### src/rtl/arith_pkg.sv
// Shared arithmetic datapath definitions.
// State encoding and default operand width.
package arith_pkg;

  localparam int WIDTH_DEF = 8;

  typedef enum logic [1:0] {
    ST_IDLE  = 2'd0,
    ST_SHIFT = 2'd1,
    ST_DONE  = 2'd2
  } state_t;

endpackage

### src/rtl/full_subtractor.sv
// One-bit full-subtractor cell.
// Computes a - b - bin with borrow-out.
module full_subtractor (
  input  logic a,
  input  logic b,
  input  logic bin,
  output logic d,
  output logic bout
);

  // difference bit and borrow-out
  always_comb begin
    d    = a ^ b ^ bin;
    bout = (~a & b) | (~(a ^ b) & bin);
  end

endmodule

### src/rtl/serial_subtractor.sv
// Bit-serial a - b, LSB first, one bit per clock.
// FSM, operand shifters, bit counter, borrow flop.
module serial_subtractor
  import arith_pkg::*;
#(
  parameter int WIDTH = WIDTH_DEF
) (
  input  logic             clk,
  input  logic             rst,
  input  logic             start,
  input  logic [WIDTH-1:0] a,
  input  logic [WIDTH-1:0] b,
  output logic             busy,
  output logic             done,
  output logic [WIDTH-1:0] diff,
  output logic             borrow
);

  localparam int CW = $clog2(WIDTH);
  localparam logic [CW-1:0] LAST = CW'(WIDTH - 1);

  state_t           state_q, state_d;
  logic [WIDTH-1:0] a_sr_q, a_sr_d;
  logic [WIDTH-1:0] b_sr_q, b_sr_d;
  logic [WIDTH-1:0] diff_q, diff_d;
  logic [CW-1:0]    cnt_q, cnt_d;
  logic             bin_q, bin_d;
  logic             borrow_q, borrow_d;
  logic             busy_q, busy_d;
  logic             done_q, done_d;

  logic fs_d;
  logic fs_bout;

  full_subtractor u_fs (
    .a    (a_sr_q[0]),
    .b    (b_sr_q[0]),
    .bin  (bin_q),
    .d    (fs_d),
    .bout (fs_bout)
  );

  // next-state and datapath update
  always_comb begin
    state_d  = state_q;
    a_sr_d   = a_sr_q;
    b_sr_d   = b_sr_q;
    diff_d   = diff_q;
    cnt_d    = cnt_q;
    bin_d    = bin_q;
    borrow_d = borrow_q;
    busy_d   = busy_q;
    done_d   = 1'b0;
    unique case (state_q)
      ST_IDLE: begin
        busy_d = 1'b0;
        if (start) begin
          a_sr_d  = a;
          b_sr_d  = b;
          bin_d   = 1'b0;
          cnt_d   = '0;
          busy_d  = 1'b1;
          state_d = ST_SHIFT;
        end
      end
      ST_SHIFT: begin
        a_sr_d = a_sr_q >> 1;
        b_sr_d = b_sr_q >> 1;
        diff_d = {fs_d, diff_q[WIDTH-1:1]};
        bin_d  = fs_bout;
        if (cnt_q == LAST) begin
          borrow_d = fs_bout;
          busy_d   = 1'b0;
          done_d   = 1'b1;
          state_d  = ST_DONE;
        end else begin
          cnt_d = cnt_q + 1'b1;
        end
      end
      ST_DONE: begin
        busy_d  = 1'b0;
        state_d = ST_IDLE;
      end
      default: begin
        busy_d  = 1'b0;
        state_d = ST_IDLE;
      end
    endcase
  end

  // register all state, synchronous reset
  always_ff @(posedge clk) begin
    if (rst) begin
      state_q  <= ST_IDLE;
      a_sr_q   <= '0;
      b_sr_q   <= '0;
      diff_q   <= '0;
      cnt_q    <= '0;
      bin_q    <= 1'b0;
      borrow_q <= 1'b0;
      busy_q   <= 1'b0;
      done_q   <= 1'b0;
    end else begin
      state_q  <= state_d;
      a_sr_q   <= a_sr_d;
      b_sr_q   <= b_sr_d;
      diff_q   <= diff_d;
      cnt_q    <= cnt_d;
      bin_q    <= bin_d;
      borrow_q <= borrow_d;
      busy_q   <= busy_d;
      done_q   <= done_d;
    end
  end

  assign busy   = busy_q;
  assign done   = done_q;
  assign diff   = diff_q;
  assign borrow = borrow_q;

endmodule

### config.mk
export PLATFORM = sky130hd
export DESIGN_NAME = serial_subtractor
export DESIGN_NICKNAME = d
export VERILOG_FILES = /design/src/rtl/arith_pkg.sv /design/src/rtl/full_subtractor.sv /design/src/rtl/serial_subtractor.sv
export SDC_FILE = /design/constraint.sdc
export NUM_CORES = 1
export LEC_CHECK = 0
export BUFFER_PORTS_ARGS = -buffer_cell sky130_fd_sc_hd__buf_4
export CAP_MARGIN = 30
export CORE_MARGIN = 1.5
export CORE_UTILIZATION = 46
export DETAILED_ROUTE_END_ITERATION = 10
export PLACE_DENSITY = 0.72
export SETUP_SLACK_MARGIN = 0.4
export SLEW_MARGIN = 10
export SYNTH_ARGS = -nofsm -noshare
export SYNTH_HDL_FRONTEND = slang
export SYNTH_SLANG_ARGS = --single-unit
### constraint.sdc
create_clock -name clk -period 3.2 [get_ports clk]
set_input_delay 0.48 -clock clk [delete_from_list [all_inputs] [get_ports clk]]
set_output_delay 0.48 -clock clk [all_outputs]
set_load 0.03 [all_outputs]
Word level (Yosys, flattened, before mapping)
Cells that the tools add are included.
{"block": "word_totals", "register_bits": 33, "inputBits": 19, "output_inout_bits": 11, "wordCells": 46}
{"block": "classes", "add_sub_neg": 1, "eq_ne": 5, "muxes": 16, "bitwise": 8, "reduce_logical": 7}
{"op": "$pmux 8 s2", "count": 2}
{"op": "$mux 8", "count": 2}
{"op": "$mux 3", "count": 2}
{"op": "$ne 2x2->1 const B", "count": 3}
{"op": "$pmux 3 s2", "count": 1}
{"op": "$reduce_and 2->1", "count": 3}
{"op": "$mux 1", "count": 4}
{"op": "$mux 2", "count": 2}
{"op": "$pmux 1 s2", "count": 2}
{"op": "$pmux 2 s2", "count": 1}
{"op": "$add 3x1->3 const B", "count": 1}
{"op": "$eq 3x3->1 const B", "count": 1}
{"op": "$not 1->1", "count": 3}
{"op": "$reduce_and 3->1", "count": 1}
{"op": "$and 1x1->1", "count": 2}
{"op": "$eq 2x1->1 const B", "count": 1}
{"op": "$logic_not 2->1", "count": 1}
{"op": "$reduce_bool 2->1", "count": 1}
{"op": "$reduce_or 2->1", "count": 1}
{"op": "$xor 1x1->1", "count": 2}
{"op": "$or 1x1->1", "count": 1}

Logic depth before layout (Yosys ltp)
{"block": "depth", "word_depth": 5, "ltp_mapped": 5, "mapped_depth_nobuf": 5}

Cells and area by module
Synthesis repeated with hierarchy kept, for this count alone.
{"block": "hier_totals", "hier_cells": 164, "area_unflattened_um2": 1431.4}
{"module": "serial_subtractor", "n_inst": 1, "cells_each": 160, "area_per_inst_um2": 1400.1, "seq_area_each_um2": 660.6}
{"module": "full_subtractor", "n_inst": 1, "cells_each": 4, "area_per_inst_um2": 31.3, "seq_area_each_um2": 0.0}

Least setup slack after synthesis
No wires, ideal clock.
{"block": "synth_timing", "path_type": "register to register", "start": "register cnt_q[0]", "end": "register cnt_q[0]", "setup_time_ns": 0.070, "arrival_time_ns": 1.146, "t_required_ns": 3.130, "path_slack_ns": 1.984, "path_stages_with_launch": 6, "path_buffers": 0, "period_less_slack_ns": 1.216, "cell_sequence": "dfxtp_1 -> ha_1 -> ha_1 -> nor3b_2 -> mux2i_1 -> a21oi_1"}
{"block": "synth_via", "elab_chain_cells": 3, "elab_cells_between_ends": 6, "classes_between": "1 x add/sub; 2 x eq/ne; 2 x mux; 1 x reduce/logical"}
{"element": "start: declaration", "line": "serial_subtractor.sv:26", "source": "logic [CW-1:0] cnt_q, cnt_d;"}
{"element": "start signal: assignment", "line": "serial_subtractor.sv:108", "source": "cnt_q <= cnt_d;"}
{"element": "$add 3x1->3 or $eq 3x3->1 (tied branches)", "line": "serial_subtractor.sv:77, serial_subtractor.sv:71"}
{"element": "$mux 3 or $ne 2x2->1 (tied branches)"}
{"element": "$pmux 3 s2 or $reduce_and 3->1 (tied branches)"}
Parallel ways exist; a longest one is shown, timed or not. The select of a mux whose other input is x is not followed.
A chain may end at the register's enable or synchronous reset.

Worst setup path in the final report
{"block": "layout_timing", "start": "register state_q[0]", "end": "register borrow_q (netlist: borrow)"}
{"block": "layout_via", "elab_chain_cells": 2}
{"element": "start: declaration", "line": "serial_subtractor.sv:22", "source": "state_t state_q, state_d;"}
{"element": "start signal: assignment", "line": "serial_subtractor.sv:104", "source": "state_q <= state_d;"}
{"element": "$eq 2x1->1", "line": "serial_subtractor.sv:54", "source": "unique case (state_q)"}
{"element": "$reduce_and 2->1 (no line)"}
{"element": "end signal: assignment", "line": "serial_subtractor.sv:110", "source": "borrow_q <= borrow_d;"}
{"element": "end: declaration", "line": "serial_subtractor.sv:28", "source": "logic borrow_q, borrow_d;"}
No other way between the ends.

==> summary.md <==
| Metric | Value |
|---|---|
| Number of diodes | 0 |
| # IOs | 30 |
| Post-Synthesis Cell Area | approximately 1500 sq um |
| Largest family of logic cells by synthesized area | compound AO/OA/AOI/OAI gates |
| DP Wirelength | 2.09 mm |
| Initial Utilization | slightly below 50% |
| Power, Total | between 700 and 800 uW |
| Crit path DAT | between 1.5 and 2 ns |
| Clk_skew | between 0.009 and 0.01 ns |
| Crit-path max cell delay | 0.75 ns |
| Hold_buf cts | 0 |
| Synth Instances | 160 |
| Crit path required time | 3.45 ns |
| CP max FO | 20 |
| Worst-path clk slew | 0.10 ns |
| Switch share | 27.2% |
| Via Count | between 1000 and 1500 |
| Die ar. | approximately 3600 sq um |
| Most area-consuming cells after synthesis | dfxtp_1 (45%), a211oi_2 (8.4%), nor2_1 (7.1%) |
| Root Buffer | clkbuf_4 |
| Peak supply drop | roughly 0.00028 V |
| Synth warn | 0 |
| Ratio of cells with drive above 1 in the final layout | roughly a quarter |
| # setup viols final | 0 |
| Yosys top cell by area | dfxtp_1 |
| CTS Buf Count | 5 |
| Hold Vio Cnt, Final | 0 |
| CP top delay family | flip-flops |
| PortBufs | 29 |
| Tmin final | ~1.7 ns |
| WL per Instance | between 10 and 15 um |
| FF+latch count, synth | 33 |
| CP startpoint kind | flip-flop |
| Largest net degree at the start of global routing | 34 |
| CP Class | flip-flop to flip-flop |
| Syn_nets | approximately 180 |
| Routability cong. | 0.760 |
| CTS tree | built |
| All-Layer GR Usage | 19.2% |
| H-tree depth | 2 |
| Mean Syn Cell Area | roughly 9 sq um |
| Setup crit end kind | flip-flop |
| Setup Buffers After CTS | 0 |
| Register area share after synthesis | between 40 and 50% |
| Buf/Inv on CP | 0 |
| Peak Freq | 0.600 GHz |
| Final layout net count | between 200 and 250 |
| DR pass1 iterations | 4 |
| Adder-cell share of the synthesized area | between 3 and 4% |
| Longest Clk Path Bufs | 2 |
| Netlist cell types | 29 |
| Pleak | approximately 0.66 nW |
| XOR/XNOR Fraction of Synth Area | 0% |
| Normalized max-slew margin | approximately 57% |
| GRT overflow | 0 |
| Max_cap viols | 0 |
| Starting DRT DRC Count | 45 |
| Slew Limit Fails | 0 |
| Post-synthesis compound-gate area fraction | 28.0% |
| Placed cell count | 219 |
| Vias in the first global route | 1218 |
| Cell Pwr Density | roughly 470 nW/um^2 |
| Gate power share | about 15% |
| Core Area | 3050 sq um |
| RSZ-0062 raised after global routing | no |
| Worst skew pair latency | roughly 0.33 ns |
| Clock share of power | ~28% |
| Hold crit path type | primary input to flip-flop |
| Via density | 5.38 |
| Remaining DRCs | 0 |
| Die height | roughly 60 um |
| Layout Area Growth over Synthesis | 15.1% |
| First-pass GRT wire length | around 5.1 mm |
| Fin crit share | between 50% and 60% |
| Post-CTS sizing | 0 |
| Fin cells | between 200 and 250 |
| Internal Power | 578 uW |
| Cell Rows | 20 |
| Clock Sinks | 33 |
| Fillers | ~300 |
| Initial antenna violation count | 0 |
| Cell Chain, Critical Path | nor2b_2 -> a21oi_1 -> a311oi_1 |
| Setup TNS | 0 ns |
| Total Routed Length | ~3.0 mm |
| Switching power | 216 uW |
| Synth top area share | 44.6% |
| Outcome | complete, no violations |
| Die width | roughly 60 um |
| Sequential cell fraction of total power | a little under three fifths |
| Worst path slowest cell | dfxtp_1 |
| Mux contribution to synthesized area | 0.675% |
| Simple-gate share of the synthesized area | 16.1% |
| DRT antenna net count | 0 |
| Worst-margin pin slew | 0.651 ns |
## cell usage after synthesis
library cell  instances
dfxtp_1              33
nor2_1               28
nand2_1              17
a21oi_1              12
a211oi_2             10
o2bb2ai_1            10
buf_2                 6
a211oi_1              5
a22oi_1               4
buf_6                 4
o22ai_1               4
inv_1                 3
nand2b_1              3
nand3_1               3
buf_4                 2
clkbuf_1              2
ha_1                  2
a221oi_1              1
a2bb2oi_1             1
a311oi_1              1
fa_1                  1
inv_2                 1
mux2i_1               1
nand3b_1              1
nor2b_2               1
nor3b_1               1
nor3b_2               1
o21ba_4               1
o21bai_1              1
## metrics by stage
| step | util (%) | setup WS, ns | cell area, sq um | hold slack (ns) |
|---|---|---|---|---|
| after floorplan | - | 1.98 | 1480 | 0.456 |
| after global placement | 54.3 | 1.60 | 1660 | 0.449 |
| after detailed placement | 54.3 | 1.52 | 1660 | 0.465 |
| after CTS | 55.9 | 1.52 | 1710 | 0.402 |
| after global routing | 55.9 | 1.35 | 1710 | 0.429 |
| final | 55.9 | 1.53 | 1710 | 0.401 |
## layer usage
layer | GRT usage [%] | part of all wire [%] | vias up
met3 | 3.90 | 4.3 | 7
met4 | 8.89 | 1.7 | 0
li1 | - | - | 606
met5 | 0 | 0 | -
met1 | 23.3 | 44 | 580
met2 | 32.5 | 50 | 29
## flip-flops by register name, summed over array words and instances (netlist names)
signal / count
a_sr_q: 8
b_sr_q: 8
diff: 8
cnt_q: 3
state_q: 2
bin_q: 1
borrow: 1
busy: 1
done: 1
## power by group through the flow
stage	logic, mW	clock network [mW]	registers [mW]
floorplan	0.0970	0	0.459
global placement	0.118	0	0.462
detailed placement	0.122	0	0.464
CTS	0.123	0.224	0.454
global route	0.137	0.233	0.458
finish	0.122	0.218	0.454
## cells in the final DEF (no fill, tap or decap)
cell	synthesis	layout
o21ba_4	1	1
a22oi_1	4	4
o21bai_1	1	1
clkbuf_1	2	3
a221oi_1	1	1
fa_1	1	1
dfxtp_1	33	33
ha_1	2	2
nor2_1	28	28
buf_4	2	29
nand2_1	17	17
mux2i_1	1	1
nor3b_1	1	1
nand2b_1	3	3
inv_1	3	3
inv_2	1	1
nand3_1	3	3
nor2b_2	1	1
a211oi_1	5	5
nand3b_1	1	1
a2bb2oi_1	1	1
o22ai_1	4	4
clkbuf_4	0	5
a211oi_2	10	10
nor3b_2	1	1
o2bb2ai_1	10	10
a311oi_1	1	1
a21oi_1	12	12
## cells by family after synthesis
| kind of cell | after synthesis |
|---|---|
| DFF | 33 |
| AOI/OAI and AO/OA | 50 |
| muxes | 1 |
| buffers and inverters | 18 |
| and+or+nand+nor | 55 |
| adders and majority gates | 3 |
## worst reg2reg max path, stage by stage (launching register included)
cell and delay (ns):
dfxtp_1 0.75, nor2b_2 0.49, a21oi_1 0.12, a311oi_1 0.24
## path summary, 6_finish.rpt
path              cells past startpoint  slack (ns)   endpoint  startpoint
hold / removal                        3        0.40  b_sr_q[7]        b[7]
setup / recovery                      3        1.53     borrow  state_q[0]
setup reg to reg                      3        1.53     borrow  state_q[0]
hold reg to reg                       2        0.48    diff[0]     diff[0]
## cell type report
class	count	area (sq um)	share of cell area (%)
Clock buffer	8	48.8	2.86
Tap cell	44	55.1	3.23
Sequential cell	33	661	38.7
Timing Repair Buffer	29	218	12.8
Multi-Input combinational cell	109	709	41.6
Inverter	4	15.0	0.880
(Power assumes the default switching activity.)
